[src/rtl/bf16_psum_accumulator.sv]
// Sequential BF16 partial-sum accumulator with an extended internal significand and a single final rounding.
// Optional macro BF16_ACC_RNE_EN selects round-to-nearest-even; otherwise the result is truncated.
module bf16_psum_accumulator #(
  parameter int MANT_W = 16,
  parameter int CNT_W  = 8
) (
  input  logic             clk,
  input  logic             rst_n,
  input  logic             in_valid,
  output logic             in_ready,
  input  logic [15:0]      in_data,
  input  logic             in_last,
  output logic             out_valid,
  input  logic             out_ready,
  output logic [15:0]      out_data,
  output logic [CNT_W-1:0] out_count
);
  typedef enum logic [2:0] {IDLE, ALIGN, ADD, NORM, ROUND, OUT} state_t;

  state_t              state;
  logic                acc_sign, acc_sticky, acc_nan, last_q;
  logic [7:0]          acc_exp, t_exp;
  logic [MANT_W-1:0]   acc_sig, t_sig, al_a, al_b;
  logic                t_sign, sum_sign;
  logic [MANT_W:0]     sum;
  logic [CNT_W-1:0]    cnt;
  logic                in_ready_q, out_valid_q;
  logic [15:0]         out_data_q;
  logic [CNT_W-1:0]    out_count_q;

  assign in_ready  = in_ready_q;
  assign out_valid = out_valid_q;
  assign out_data  = out_data_q;
  assign out_count = out_count_q;

  // Alignment: the smaller-exponent operand is shifted right, lost bits feed sticky.
  logic              a_big, sh_sticky;
  logic [7:0]        diff;
  logic [MANT_W-1:0] shift_in, shifted;
  always_comb begin
    a_big    = (acc_exp >= t_exp);
    diff     = a_big ? (acc_exp - t_exp) : (t_exp - acc_exp);
    shift_in = a_big ? t_sig : acc_sig;
    if (int'(diff) >= MANT_W) begin
      shifted   = '0;
      sh_sticky = |shift_in;
    end else begin
      shifted   = shift_in >> diff;
      sh_sticky = |(shift_in << (MANT_W - int'(diff)));
    end
  end

  logic [MANT_W:0] add_res;
  logic            add_sign;
  always_comb begin
    if (acc_sign == t_sign) begin
      add_res  = {1'b0, al_a} + {1'b0, al_b};
      add_sign = acc_sign;
    end else if (al_a >= al_b) begin
      add_res  = {1'b0, al_a} - {1'b0, al_b};
      add_sign = acc_sign;
    end else begin
      add_res  = {1'b0, al_b} - {1'b0, al_a};
      add_sign = t_sign;
    end
    if (add_res == '0) add_sign = 1'b0;
  end

  int                lz, norm_exp;
  logic              found, norm_zero, norm_sat, norm_stk;
  logic [MANT_W-1:0] norm_sig;
  always_comb begin
    lz    = 0;
    found = 1'b0;
    for (int i = MANT_W - 1; i >= 0; i--) begin
      if (!found) begin
        if (sum[i]) found = 1'b1;
        else        lz    = lz + 1;
      end
    end
    norm_stk = 1'b0;
    if (sum[MANT_W]) begin
      norm_sig = sum[MANT_W:1];
      norm_exp = int'(acc_exp) + 1;
      norm_stk = sum[0];
    end else begin
      norm_sig = sum[MANT_W-1:0] << lz;
      norm_exp = int'(acc_exp) - lz;
    end
    norm_zero = (sum == '0) || (norm_exp <= 0);
    norm_sat  = !norm_zero && (norm_exp >= 255);
  end

  logic [6:0]  frac;
  logic [14:0] ef;
  logic [15:0] rnd_data;
`ifdef BF16_ACC_RNE_EN
  localparam logic [MANT_W-1:0] REST_MASK = {MANT_W{1'b1}} >> 9;
  logic guard, rest, rnd_up;
`endif
  always_comb begin
    frac = acc_sig[MANT_W-2 -: 7];
`ifdef BF16_ACC_RNE_EN
    guard  = acc_sig[MANT_W-9];
    rest   = |(acc_sig & REST_MASK);
    rnd_up = guard & (rest | acc_sticky | frac[0]);
    ef     = {acc_exp, frac} + 15'(rnd_up);
    if (ef[14:7] == 8'hFF) ef = {8'd254, 7'h7F};
`else
    ef = {acc_exp, frac};
`endif
    if (acc_nan)              rnd_data = 16'h7FC0;
    else if (acc_exp == 8'd0) rnd_data = 16'h0000;
    else                      rnd_data = {acc_sign, ef};
  end

  always_ff @(posedge clk or negedge rst_n) begin
    if (!rst_n) begin
      state       <= IDLE;
      acc_sign    <= 1'b0;
      acc_exp     <= '0;
      acc_sig     <= '0;
      acc_sticky  <= 1'b0;
      acc_nan     <= 1'b0;
      last_q      <= 1'b0;
      t_sign      <= 1'b0;
      t_exp       <= '0;
      t_sig       <= '0;
      al_a        <= '0;
      al_b        <= '0;
      sum         <= '0;
      sum_sign    <= 1'b0;
      cnt         <= '0;
      in_ready_q  <= 1'b0;
      out_valid_q <= 1'b0;
      out_data_q  <= '0;
      out_count_q <= '0;
    end else begin
      case (state)
        IDLE: begin
          if (in_valid && in_ready_q) begin
            t_sign <= in_data[15];
            if (in_data[14:7] == 8'd0 || in_data[14:7] == 8'hFF) begin
              t_exp <= '0;
              t_sig <= '0;
            end else begin
              t_exp <= in_data[14:7];
              t_sig <= {1'b1, in_data[6:0], {(MANT_W-8){1'b0}}};
            end
            if (in_data[14:7] == 8'hFF) acc_nan <= 1'b1;
            last_q <= in_last;
            if (cnt != '1) cnt <= cnt + CNT_W'(1);
            in_ready_q <= 1'b0;
            state      <= ALIGN;
          end else begin
            in_ready_q <= 1'b1;
          end
        end
        ALIGN: begin
          al_a       <= a_big ? acc_sig : shifted;
          al_b       <= a_big ? shifted : t_sig;
          acc_exp    <= a_big ? acc_exp : t_exp;
          acc_sticky <= acc_sticky | sh_sticky;
          state      <= ADD;
        end
        ADD: begin
          sum      <= add_res;
          sum_sign <= add_sign;
          state    <= NORM;
        end
        NORM: begin
          if (norm_zero) begin
            acc_sign <= 1'b0;
            acc_exp  <= '0;
            acc_sig  <= '0;
          end else if (norm_sat) begin
            acc_sign <= sum_sign;
            acc_exp  <= 8'd254;
            acc_sig  <= '1;
          end else begin
            acc_sign <= sum_sign;
            acc_exp  <= norm_exp[7:0];
            acc_sig  <= norm_sig;
          end
          acc_sticky <= acc_sticky | norm_stk;
          if (last_q) begin
            state <= ROUND;
          end else begin
            state      <= IDLE;
            in_ready_q <= 1'b1;
          end
        end
        ROUND: begin
          out_data_q  <= rnd_data;
          out_count_q <= cnt;
          out_valid_q <= 1'b1;
          state       <= OUT;
        end
        OUT: begin
          if (out_ready) begin
            acc_sign    <= 1'b0;
            acc_exp     <= '0;
            acc_sig     <= '0;
            acc_sticky  <= 1'b0;
            acc_nan     <= 1'b0;
            cnt         <= '0;
            out_valid_q <= 1'b0;
            in_ready_q  <= 1'b1;
            state       <= IDLE;
          end
        end
        default: state <= IDLE;
      endcase
    end
  end
endmodule
[config.mk]
export PLATFORM = sky130hd
export DESIGN_NAME = bf16_psum_accumulator
export DESIGN_NICKNAME = d
export VERILOG_FILES = /design/src/rtl/bf16_psum_accumulator.sv
export SDC_FILE = /design/constraint.sdc
export NUM_CORES = 1
export LEC_CHECK = 0
export ABC_AREA = 0
export CAP_MARGIN = 20
export CELL_PAD_IN_SITES_DETAIL_PLACEMENT = 1
export CELL_PAD_IN_SITES_GLOBAL_PLACEMENT = 1
export CORE_AREA = 5 5 178 163
export CTS_CLUSTER_SIZE = 20
export DETAILED_ROUTE_END_ITERATION = 10
export DIE_AREA = 0 0 183 168
export GPL_ROUTABILITY_DRIVEN = 0
export HOLD_SLACK_MARGIN = 0.12
export PLACE_DENSITY_LB_ADDON = 0.1
export SLEW_MARGIN = 10
export SYNTH_ARGS = -nofsm -noshare
export SYNTH_HDL_FRONTEND = slang
export SYNTH_SLANG_ARGS = --single-unit
[constraint.sdc]
create_clock -name clk -period 16 [get_ports clk]
set_input_delay 4 -clock clk [delete_from_list [all_inputs] [get_ports clk]]
set_output_delay 4 -clock clk [all_outputs]
set_load 0.005 [all_outputs]
# [Word-level counts from Yosys, hierarchy flattened]
# Index checks and enable logic that the tools add are counted.
[op_classes] addsub=23 n_lt_le_gt_ge=5 eq_ne=14 shifts=2 n_mux=103 n_reduce_logical=23
[op_table] operator="two-way mux 32 bit" count=31
[op_table] operator="adder 32 x 2 -> 32 bit (second input constant)" count=15
[op_table] operator="two-way mux 16 bit" count=11
[op_table] operator="two-way mux 8 bit" count=8
[op_table] operator="two-way mux 1 bit" count=40
[op_table] operator="logical NOT 17 bit" count=2
[op_table] operator="two-way mux 17 bit" count=2
[op_table] operator="subtractor 16 x 16 -> 17 bit" count=2
[op_table] operator=">= comparator 32 x 9 -> 1 bit (second input constant)" count=1
[op_table] operator="less-or-equal comparator 32 x 1 -> 1 bit (second input constant)" count=1
[op_table] operator="case mux 16 bit (2 select lines)" count=1
[op_table] operator="<< shifter 16 x 32 -> 16 bit" count=1
[op_table] operator="subtractor 9 x 32 -> 32 bit" count=1
[op_table] operator="case mux 8 bit (3 select lines)" count=1
[op_table] operator="case mux 3 bit (6 select lines)" count=1
[op_table] operator="adder 16 x 16 -> 17 bit" count=1
[op_table] operator=">= comparator 16 bit" count=1
[op_table] operator="logical NOT 8 bit" count=2
[op_table] operator="case mux 8 bit (2 select lines)" count=1
[op_table] operator="right shift 16 x 8 -> 16 bit" count=1
[op_table] operator="subtractor 8 bit" count=2
[op_table] operator="!= test 2 bit (second input constant)" count=6
[op_table] operator="adder 8 x 1 -> 9 bit (second input constant)" count=1
[op_table] operator="two-way mux 3 bit" count=3
[op_table] operator="20 further kinds" count=34
[word_totals] regBits=139 input_bits=21 out_inout_bits=26 word_cells=188

# [Depth between registers and ports, before layout]
[logic_depth] depth_word=55 ltp_mapped=60 mapped_depth_nobuf=58

# [Worst setup path before layout]
# No wires, ideal clock.
[synth_path] path_kind="reg-to-reg" start="register sum[13]" end="register acc_sig[12]" setup_ps=87 arrival_ps=12232 t_required_ps=15913 slack_ps=3682 stages_incl_launch_ff=60 n_path_buf=4 period_less_slack_ps=12318 path_cell_list="dfrtp_1 -> clkbuf_1 -> a21o_1 -> inv_1 -> ha_1 -> o31a_1 -> ha_1 -> nand2b_1 -> a21boi_0 -> ha_1 -> mux2_2 -> ha_1 -> o311a_1 -> ha_1 -> mux2_2 -> o311a_1 -> ha_1 -> mux2i_1 -> [24 not listed] -> a21oi_1 -> xnor2_1 -> inv_2 -> clkbuf_1 -> ha_1 -> o21ai_0 -> a21oi_1 -> o21a_1 -> o21a_1 -> o41a_1 -> ha_1 -> nor3b_1 -> a32o_1 -> a31oi_1 -> clkbuf_1 -> clkbuf_1 -> o21ai_0 -> o211ai_1"
[synth_between] elab_chain_len=50
[synth_rtl] item="from (decl)" line_no="25" text="logic [MANT_W:0] sum;"
[synth_rtl] item="from (signal assigned)" line_no="167" text="sum <= add_res;"
[synth_rtl] item="two-way mux 32 bit" line_no="77" text="if (sum[i]) found = 1'b1;"
[synth_rtl] item="two-way mux 32 bit" line_no="76" text="if (!found) begin"
[synth_rtl] item="adder 32 x 2 -> 32 bit" line_no="78" text="else lz = lz + 1;"
[synth_rtl] item="two-way mux 32 bit" line_no="77"
[synth_rtl] item="two-way mux 32 bit" line_no="76"
[synth_rtl] item="adder 32 x 2 -> 32 bit" line_no="78"
[synth_rtl] item="two-way mux 32 bit" line_no="77"
[synth_rtl] item="two-way mux 32 bit" line_no="76"
[synth_rtl] item="[34 not listed]"
[synth_rtl] item="two-way mux 32 bit" line_no="82" text="if (sum[MANT_W]) begin"
[synth_rtl] item="less-or-equal comparator 32 x 1 -> 1 bit" line_no="90" text="norm_zero = (sum == '0) || (norm_exp <= 0);"
[synth_rtl] item="logical OR 1 bit" line_no="90"
[synth_rtl] item="logical NOT 1 bit" line_no="91" text="norm_sat = !norm_zero && (norm_exp >= 255);"
[synth_rtl] item="logical AND 1 bit" line_no="91"
[synth_rtl] item="two-way mux 16 bit" line_no="176" text="end else if (norm_sat) begin"
[synth_rtl] item="two-way mux 16 bit (*)" line_no="172" text="if (norm_zero) begin"
[synth_rtl] item="case mux 16 bit (2 select lines) (*)" line_no="139" text="case (state)"
[synth_rtl] item="to (signal assigned)" line_no="183" text="acc_sig <= norm_sig;"
[synth_rtl] item="to (decl)" line_no="23" text="logic [MANT_W-1:0] acc_sig, t_sig, al_a, al_b;"
# Mark *: on every way between the ends. The rest lies on a longest branch, timed or not.
# A chain may end at the register's enable or synchronous reset.

# [Worst setup path in the final report]
[layout_path] start="register sum[15]" end="register acc_sig[9]"
[layout_between] elab_chain_len=55
[layout_rtl] item="two-way mux 1 bit" line_no="77"
[layout_rtl] item="adder 32 x 2 -> 32 bit" line_no="78"
[layout_rtl] item="two-way mux 32 bit" line_no="77"
[layout_rtl] item="two-way mux 32 bit" line_no="76"
[layout_rtl] item="adder 32 x 2 -> 32 bit" line_no="78"
[layout_rtl] item="two-way mux 32 bit" line_no="77"
[layout_rtl] item="two-way mux 32 bit" line_no="76"
[layout_rtl] item="adder 32 x 2 -> 32 bit" line_no="78"
[layout_rtl] item="[39 not listed]"
[layout_rtl] item="two-way mux 32 bit" line_no="82"
[layout_rtl] item="less-or-equal comparator 32 x 1 -> 1 bit" line_no="90"
[layout_rtl] item="logical OR 1 bit" line_no="90"
[layout_rtl] item="logical NOT 1 bit" line_no="91"
[layout_rtl] item="logical AND 1 bit" line_no="91"
[layout_rtl] item="two-way mux 16 bit" line_no="176"
[layout_rtl] item="two-way mux 16 bit (*)" line_no="172"
[layout_rtl] item="case mux 16 bit (2 select lines) (*)" line_no="139"
# Marks and branches as above.

==> impl_metrics.csv <==
group,metric,value,unit
synth,synth-async-reset-ratio,100,%
global_route,grt_pass1_vias,12700,
sta,slew_violations,0,
synth,ys_types,90,
floorplan,die_area,30700,um2
global_route,grtUsageTotal,28.8,%
sta,rsz0062_at_grt,"no",
clocking,cts.sinks,131,
synth,synth-edff-count,0,
layout,layout-drive-gt1-share,7.00,%
clocking,cts_tree,"done",
routing,viasPerCell,6.49,
global_route,grt_start_max_net_pins,71,
global_route,use_met1,40.7,%
placement,hpwlAfterDp,33700,um
synth,seq_area_frac_synth,25.9,%
sta,setup-tns-final,0,ns
clocking,hold_buffers,0,
layout,num_antenna_cells,0,
synth,synth_cells,1590,
global_route,grtUsageMet2,45.5,%
routing,routedWlPerCell,23.0,um
layout,fin_nets,1702,
synth,syn_avg_cell_area,7.96,um2
synth,synth_area_leader_cell,"dfrtp_1",
setup_path,setup.worst_path.end_class,"flip-flop",
floorplan,core,26700,um2
status,status,"finished clean",
routing,drt_wl_total,44900,um
floorplan,die_h,168,um
sta,tightest_slew,1.11,ns
global_route,antenna_found_initial,0,
routing,ant_nets,0,
floorplan,ios,47,
setup_path,crit_fanout,33,
layout,syn_to_final_growth,10.7,%
sta,skew,0.0178,ns
setup_path,cp.arrival,14.30,ns
clocking,numCtsBuffers,17,
global_route,met3_usage,5.39,%
placement,io_buffers,46,
synth,ys_ff_latch,131,
setup_path,cpMostUsedCell,"ha_1",
routing,vias,12700,
floorplan,fp-row-count,57,
synth,synthFlopType,"dfrtp_1",
synth,synthTopCellsByArea,"dfrtp_1, ha_1, nand2_1",
synth,synth_warnings,0,
setup_path,criticalPathCategory,"flip-flop to flip-flop",
sta,hold_viol_final,0,
worst_hold_path,worstHoldPathType,"flip-flop to flip-flop",
clocking,clk_pin_slew,0.08,ns
sta,slew-limit-headroom,25.6,%
global_route,overflow,0,
synth,synthesis.area,12700,um2
global_route,busiest_layer,"met2",
layout,final_cell_mix,"nand2_1, dfrtp_1, nor2_1",
floorplan,die_w,183,um
clocking,htree_num_levels,4,
setup_path,crit_start,"sum[15]$_DFFE_PN0P_",
setup_path,cp.required,16.35,ns
routing,firstDrtPassIters,5,
setup_path,crit_path_start_kind,"flip-flop",
routing,drtIter0Drc,920,
clocking,cts_root_buf,"clkbuf_16",
sta,setup_viol,0,
routing,drcViolationCount,0,
flow_run,max-cap-violations,0,
clocking,clockBufferDepth,2,
floorplan,start_util,47.3,%
layout,fin_util,52.4,%
setup_path,cp-endpoint,"acc_sig[9]$_DFFE_PN0P_",
setup_path,r2r_cells,56,
setup_path,r2r_end,"acc_sig[9]$_DFFE_PN0P_",
setup_path,ff2ff_setup_slack,2.05,ns
setup_path,cpPeakStageDelay,0.70,ns
setup_path,regToRegStartpoint,"sum[15]$_DFFE_PN0P_",
sta,clock.fmax,71.7,MHz
sta,period_minus_slack,13.95,ns
global_route,grt_pass1_wl,72000,um
layout,layout_commonest_cell,"nand2_1",
sta,min_period_over_period,87.2,%
setup_path,slowest_stage,"xnor2_1",
clocking,clock_latency,0.44,ns
clocking,cts_setup_buffers,0,
clocking,ctsResizeCount,0,
synth,yosysTopAreaCellShare,25.9,%
==> cells by family after synthesis <==
kind of cell	after synthesis	synth area share, %
simple gates	558	21.5
compound gates	498	26.8
buf+inv	190	5.71
flops	131	25.9
fa+ha+maj	98	9.96
mux	58	5.73
xor+xnor	56	4.36
other cells	1	0.0296
==> through the flow <==
stage / hold slack, ns / instance area [um2] / std cells / worst slack, ns
after floorplan: 0.463 / 12700 / 1591 / 3.68
after global placement: 0.454 / 13400 / 1920 / 3.07
after detailed placement: 0.462 / 13400 / 1920 / 2.18
after CTS: 0.484 / 14000 / 1952 / 2.13
after global routing: 0.511 / 14000 / 1954 / 1.06
final: 0.479 / 14000 / 1954 / 2.05
==> routing by layer <==
metal  up-vias  wire length (um)
met4         0              1120
met2       408             20400
met1      6338             20600
met5         -                 0
met3        70              2750
li1       5857                 -
==> sequential cells by signal, summed over array words and instances (netlist names), 3 cells and up <==
| signal | cells |
|---|---|
| sum | 17 |
| acc_sig | 16 |
| al_a | 16 |
| al_b | 16 |
| out_data | 16 |
| acc_exp | 8 |
| cnt | 8 |
| out_count | 8 |
| t_exp | 8 |
| t_sig | 8 |
| state | 3 |
==> synthesized netlist by cell type, drive strengths merged (32+ instances only) <==
library cell	n
o21ai	115
inv	101
nor3	39
a21oi	98
nand3	51
clkbuf	81
ha	88
xnor2	33
mux2i	32
nor2	117
dfrtp	131
nand2	186
==> worst max-delay path: cells and delay by family (launching register included) <==
family                     cells  cell delay, ns
muxes                          5            1.07
adders and majority gates     14            4.22
and+or+nand+nor               11            1.84
DFF                            1            0.48
AOI/OAI and AO/OA             18            3.89
buffers and inverters          5            0.94
xor gates and xnor gates       3            1.38
==> final cells by class <==
class / instances / area, um2
Tap cell: 354 / 443
Clock buffer: 17 / 425
Fill cell: 3248 / 12700
Clock inverter: 15 / 181
Multi-Input combinational cell: 1270 / 8700
Timing Repair Buffer: 66 / 609
Inverter: 101 / 379
Sequential cell: 131 / 3280
==> how the worst min path moves through the flow <==
stage / startpoint / endpoint / depth (start not counted)
after floorplan: out_data[10]$_DFFE_PN0P_ / out_data[10]$_DFFE_PN0P_ / 2
after global placement: out_data[10]$_DFFE_PN0P_ / out_data[10]$_DFFE_PN0P_ / 2
after detailed placement: out_data[11]$_DFFE_PN0P_ / out_data[11]$_DFFE_PN0P_ / 2
after CTS: out_data[11]$_DFFE_PN0P_ / out_data[11]$_DFFE_PN0P_ / 2
after global routing: out_data[11]$_DFFE_PN0P_ / out_data[11]$_DFFE_PN0P_ / 2
final: out_data[11]$_DFFE_PN0P_ / out_data[11]$_DFFE_PN0P_ / 2
Power is not shown: default switching activity piles up to over one toggle a cycle in this logic, so the estimate is an artifact.
